**src/rtl/z_m_sca_stage.sv**
```systemverilog
// ---------------------------------------------------------------------------
// z_m_sca_stage
//   One stage of a carry-select adder. Two WIDTH-bit ripple-carry adders run
//   side by side on the same operands, one assuming carry-in 0 and one
//   assuming carry-in 1. The real carry-in (c_in) then picks one of the two
//   precomputed {carry, sum} results. That keeps c_in off the ripple path, so
//   stages can be cascaded c_out -> c_in to build wider adders.
//
//   The result is registered: {c_out, sum} = a + b + c_in, one cycle after
//   the inputs are sampled. A new operation may be issued every cycle. There
//   is no valid/ready handshake: every rising edge captures the inputs, and
//   the outputs hold until the next edge.
//
// Ports
//   clk    in   1      system clock, rising edge
//   rst_n  in   1      asynchronous active-low reset; clears sum and c_out
//   a      in   WIDTH  operand A, unsigned
//   b      in   WIDTH  operand B, unsigned
//   c_in   in   1      carry-in; selects the precomputed result
//   sum    out  WIDTH  registered sum bits [WIDTH-1:0]
//   c_out  out  1      registered carry-out (bit WIDTH of a+b+c_in)
// ---------------------------------------------------------------------------
module z_m_sca_stage #(
  parameter int WIDTH = 4
) (
  input  logic             clk,
  input  logic             rst_n,
  input  logic [WIDTH-1:0] a,
  input  logic [WIDTH-1:0] b,
  input  logic             c_in,
  output logic [WIDTH-1:0] sum,
  output logic             c_out
);

  // Carry chains: bit i is the carry into full adder i, and bit WIDTH is the
  // carry out of the chain.
  logic [WIDTH:0]   carry0;
  logic [WIDTH:0]   carry1;
  logic [WIDTH-1:0] s0;
  logic [WIDTH-1:0] s1;

  // Both ripple chains live in one process. Each carry is written before it
  // is read, so the chain evaluates in a single pass.
  always_comb begin
    carry0    = '0;
    carry1    = '0;
    s0        = '0;
    s1        = '0;
    carry0[0] = 1'b0;
    carry1[0] = 1'b1;
    for (int i = 0; i < WIDTH; i++) begin
      s0[i]       = a[i] ^ b[i] ^ carry0[i];
      carry0[i+1] = (a[i] & b[i]) | (carry0[i] & (a[i] ^ b[i]));
      s1[i]       = a[i] ^ b[i] ^ carry1[i];
      carry1[i+1] = (a[i] & b[i]) | (carry1[i] & (a[i] ^ b[i]));
    end
  end

  // Select mux: c_in picks the precomputed result.
  logic [WIDTH-1:0] sel_sum;
  logic             sel_carry;

  always_comb begin
    sel_sum   = s0;
    sel_carry = carry0[WIDTH];
    if (c_in) begin
      sel_sum   = s1;
      sel_carry = carry1[WIDTH];
    end
  end

  // Output registers. Reset clears them immediately, so any pending result
  // is discarded.
  always_ff @(posedge clk or negedge rst_n) begin
    if (!rst_n) begin
      sum   <= '0;
      c_out <= 1'b0;
    end else begin
      sum   <= sel_sum;
      c_out <= sel_carry;
    end
  end

endmodule

```
**config.mk**
```make
export PLATFORM = sky130hd
export DESIGN_NAME = z_m_sca_stage
export DESIGN_NICKNAME = d
export VERILOG_FILES = /design/src/rtl/z_m_sca_stage.sv
export SDC_FILE = /design/constraint.sdc
export NUM_CORES = 1
export LEC_CHECK = 0
export ABC_AREA = 1
export BUFFER_PORTS_ARGS = -buffer_cell sky130_fd_sc_hd__buf_2
export CAP_MARGIN = 10
export CORE_AREA = 4 4 41 43
export DETAILED_ROUTE_END_ITERATION = 8
export DIE_AREA = 0 0 45 47
export PLACE_DENSITY = 0.42
export SYNTH_ARGS = -nofsm -noshare
export SYNTH_HDL_FRONTEND = slang
export SYNTH_SLANG_ARGS = --single-unit
export TNS_END_PERCENT = 5
```
**constraint.sdc**
```tcl
create_clock -name clk -period 0.8 [get_ports clk]
set_clock_uncertainty 0.1 [all_clocks]
set_input_delay 0.16 -clock clk [delete_from_list [all_inputs] [get_ports clk]]
set_output_delay 0.16 -clock clk [all_outputs]
set_load 0.1 [all_outputs]
```
# Word-level counts from Yosys, hierarchy flattened

Cells that the tools add are included.

Bitwise gates (word level): 28
Multiplexer cells: 2

Operators with widths:

| cell              | number |
|---|---|
| 1-bit bitwise AND | 10 |
| 1-bit bitwise XOR | 10 |
| 1-bit OR          | 7 |
| 4-bit two-way mux | 1 |
| 1-bit two-way mux | 1 |
| 1-bit inverter    | 1 |

Register bits after elaboration: 5
Output and inout port bits: 5
Input bits: 11
Logic and storage cells: 32

# Depth between registers and ports, before layout

Depth in word-level cells: 9
Gate-level depth with buffers: 10
Depth with buffers taken out: 10

# Worst setup path before layout

OpenSTA, ideal clock, no wires.

Kind: in2reg
Start point: in a[0]
End point: reg sum[3]
Slack: -0.987 ns
Stages on the path: 10
Setup time: 0.114 ns
Buffers on the path: 0
Data required time: 0.586 ns
Arrival: 1.573 ns
Path through: inv_1 -> ha_1 -> nand2_1 -> o21ai_1 -> fa_1 -> inv_1 -> fa_1 -> inv_1 -> fa_1 -> inv_1

Longest elaborated chain between the ends: 8
Elaborated cells between the ends (all ways): 14
Those cells by class: 1 x mux; 13 x bitwise

Ends and longest elaborated chain:

| item                                                          | line   | RTL |
|---|---|---|
| start: declaration                                            | 28     | `input logic [WIDTH-1:0] a,` |
| 1-bit bitwise AND / 1-bit bitwise XOR (equally long branches) | 53, 55 |  |
| 1-bit OR                                                      | 55     | `carry1[i+1] = (a[i] & b[i]) \| (carry1[i] & (a[i] ^ b[i]));` |
| 1-bit bitwise AND                                             | 55     |  |
| 1-bit OR                                                      | 55     |  |
| 1-bit bitwise AND                                             | 55     |  |
| 1-bit OR                                                      | 55     |  |
| 1-bit bitwise XOR                                             | 54     | `s1[i] = a[i] ^ b[i] ^ carry1[i];` |
| 4-bit two-way mux *                                           | 66     | `if (c_in) begin` |
| via sel_sum[3]                                                | 60     | `logic [WIDTH-1:0] sel_sum;` |
| end signal: assignment                                        | 79     | `sum <= sel_sum;` |
| end: declaration                                              | 31     | `output logic [WIDTH-1:0] sum,` |

Mark *: on every way through the listed nets, which the timed path passes. The rest lies on a longest branch.

# Worst setup path in the final report

Start point: in b[0]
End point: reg sum[3]

Longest elaborated chain between the ends: 8
Elaborated cells between the ends (all ways): 14
Those cells by class: 1 x mux; 13 x bitwise

Ends and longest elaborated chain:

| item                                                          | line   | RTL |
|---|---|---|
| start: declaration                                            | 29     | `input logic [WIDTH-1:0] b,` |
| 1-bit bitwise AND / 1-bit bitwise XOR (equally long branches) | 53, 55 |  |
| 1-bit OR                                                      | 55     |  |
| 1-bit bitwise AND                                             | 55     |  |
| 1-bit OR                                                      | 55     |  |
| 1-bit bitwise AND                                             | 55     |  |
| 1-bit OR                                                      | 55     |  |
| 1-bit bitwise XOR                                             | 54     |  |
| 4-bit two-way mux *                                           | 66     |  |
| via sel_sum[3]                                                | 60     |  |

Marked as above.

==> flow_summary.json <==
{
  "violations": "setup timing",
  "ant_nets": 0,
  "antenna_found_initial": 0,
  "hold_viol": 0,
  "cts_buffers": 3,
  "initial_utilization_pct": 21.44,
  "critical-path-top-delay-family": "adder cells",
  "fin_cells": 64,
  "via_per_inst": 3.406,
  "cts_tree": "done",
  "portBuffers": 15,
  "num_io_pins": 16,
  "worstPathCellList": "buf_8 -> inv_4 -> ha_4 -> nand2_2 -> o21ai_2 -> fa_2 -> inv_2 -> fa_2 -> inv_2 -> fa_1 -> inv_1",
  "nets": 66,
  "grt_max_degree": 6,
  "critPathKind": "in2reg",
  "clock.fmax_mhz": 608.7,
  "ys_types": 6,
  "sw_frac_of_total_pct": 41.54,
  "pwr-share-seq_pct": 26.9,
  "synth_seq_cells": 5,
  "slowest_delay_ns": 0.49,
  "grt_pass1_vias": 205,
  "yosysSeqAreaShare_pct": 44.84,
  "syn2layout_area_growth_pct": 93.72,
  "hpwl_um": 377.1,
  "internal-power_uw": 708.8,
  "drv_slew": 0,
  "min_path_type": "in2reg",
  "setup_violations": 9,
  "dp_cells": 59,
  "cts.sinks": 5,
  "synth_area_um2": 279.0,
  "grtUsageTotal_pct": 4.396,
  "syn_area_per_cell_um2": 9.965,
  "p_per_area_mw_per_mm2": 2243,
  "rsz0062_at_grt": "yes",
  "power.leakage_nw": 0.2892,
  "dr_total_vias": 218,
  "core_mm2": 0.001301,
  "dieHeight_um": 47,
  "pwr-share-comb_pct": 50.1,
  "path_buf_inv": 5,
  "grt_overflow_total": 0,
  "gp_congestion": 0.6708,
  "yosys_warnings": 0,
  "tightest_slew_ns": 0.1289,
  "end_kind": "flip-flop",
  "route.detailed.drc": 0,
  "die-area_mm2": 0.002115,
  "crit_arrival_ns": 1.67,
  "cts_root_buf": "clkbuf_4",
  "grt_pass1_wl_um": 641,
  "crit_required_ns": 0.83,
  "slew_headroom_pct": 91.41,
  "status": "finished, violations left",
  "cap_violations": 0,
  "cp_slowest_cell": "fa_1",
  "vdd_drop_max_uv": 598.7,
  "first_pass_iters": 1,
  "clockPowerShare_pct": 23.0,
  "switchingPower_uw": 503.7,
  "min_period_ns": 1.643,
  "clockBufferDepth": 2,
  "fillers": 135,
  "period_share_pct": 205.4,
  "h-tree-depth": 1,
  "pre_cts_slack_ns": -1.114,
  "cts.clk_slew.worst_paths_ns": 0.04,
  "syn_nets": 44,
  "fp.dieW_um": 45,
  "num_rows": 13,
  "antennaDiodeCount": 0,
  "critical_path.max_fanout": 2,
  "synthCells": 28,
  "fin_hold_ws_ns": 0.1345,
  "avgRoutedWirePerCell_um": 6.750,
  "wirelength_um": 432,
  "setup-tns-final_ns": -3.592,
  "cp-start-kind": "primary input",
  "layout-drive-gt1-share_pct": 59.18,
  "worst_slack_ns": -0.8428,
  "drtIter0Drc": 0
}
## synthesized netlist by cell type, drive strengths merged
library cell   n  area share, %
inv           13             17
o21ai          1            1.8
dfrtp          5             45
nand2          4            5.4
fa             3             22
ha             2            9.0
## per-layer routing
metal / share of wire [%] / up-vias / track usage (%)
met5: 0 / - / 0
met4: 0 / 0 / 7.018
met3: 10 / 0 / 0
met2: 51 / 10 / 6.497
met1: 39 / 94 / 4.706
li1: - / 114 / -
## placed cells by master, fill, tap and decap left out, types with 2 or more instances in the layout
cell,Yosys,final
nand2_1,4,3
dfrtp_1,5,5
inv_1,13,8
fa_2,0,2
inv_2,0,3
buf_8,0,2
buf_2,0,8
inv_4,0,2
clkbuf_4,0,3
buf_12,0,5
## logic make-up after synthesis
logic type / after synthesis / synth area share, %
AND/OR/NAND/NOR: 4 / 5.380
flip-flops: 5 / 44.84
buffers and inverters: 13 / 17.49
AO/OA/AOI/OAI: 1 / 1.792
adder cells (fa/ha/maj): 5 / 30.49
## state kept, by name, summed over array words and instances (netlist names)
| register | cells |
|---|---|
| c_out | 1 |
| sum | 4 |
## through the flow
step	utilization, %	power, mW	instance area (µm²)
after floorplan	-	0.6631	281.5
after global placement	35.19	0.9045	457.9
after detailed placement	35.19	0.9061	457.9
after CTS	38.46	1.206	500.5
after global routing	41.54	1.267	540.5
final	41.54	1.213	540.5
## repair_timing
item / CTS / global route
setup buffers: 0 / 0
cloned: 0 / 0
gates resized for setup: 2 / 13
endpoints found under the setup margin: 9 / 9
hold endpoints to repair: 5 / 0
hold buffers: 1 / 0
pin swaps: 0 / 5
## final timing paths
check | from | to | slack [ns] | depth (start not counted)
worst max-delay path | b[0] | sum[3] | -0.84 | 11
worst min-delay path | b[2] | sum[2] | 0.13 | 2
max in group asynchronous | rst_n | sum[2] | 0.30 | 2
min in group asynchronous | rst_n | sum[3] | 0.18 | 2
## final cells by class
class | instances | area (µm²) | area share, %
Inverter | 13 | 53.80 | 9.954
Clock buffer | 4 | 26.28 | 4.861
Tap cell | 15 | 18.77 | 3.472
Sequential cell | 5 | 125.1 | 23.15
Multi-Input combinational cell | 10 | 128.9 | 23.84
Timing Repair Buffer | 17 | 187.7 | 34.72
## power by group through the flow
stage	Combinational, mW	Clock [mW]	Sequential, mW
after floorplan	0.0589	0	0.604
after global placement	0.574	0	0.330
after CTS	0.584	0.296	0.327
final	0.607	0.279	0.326
after detailed placement	0.576	0	0.330
after global routing	0.641	0.297	0.329
Note: power is estimated with default switching activity, not from simulation.
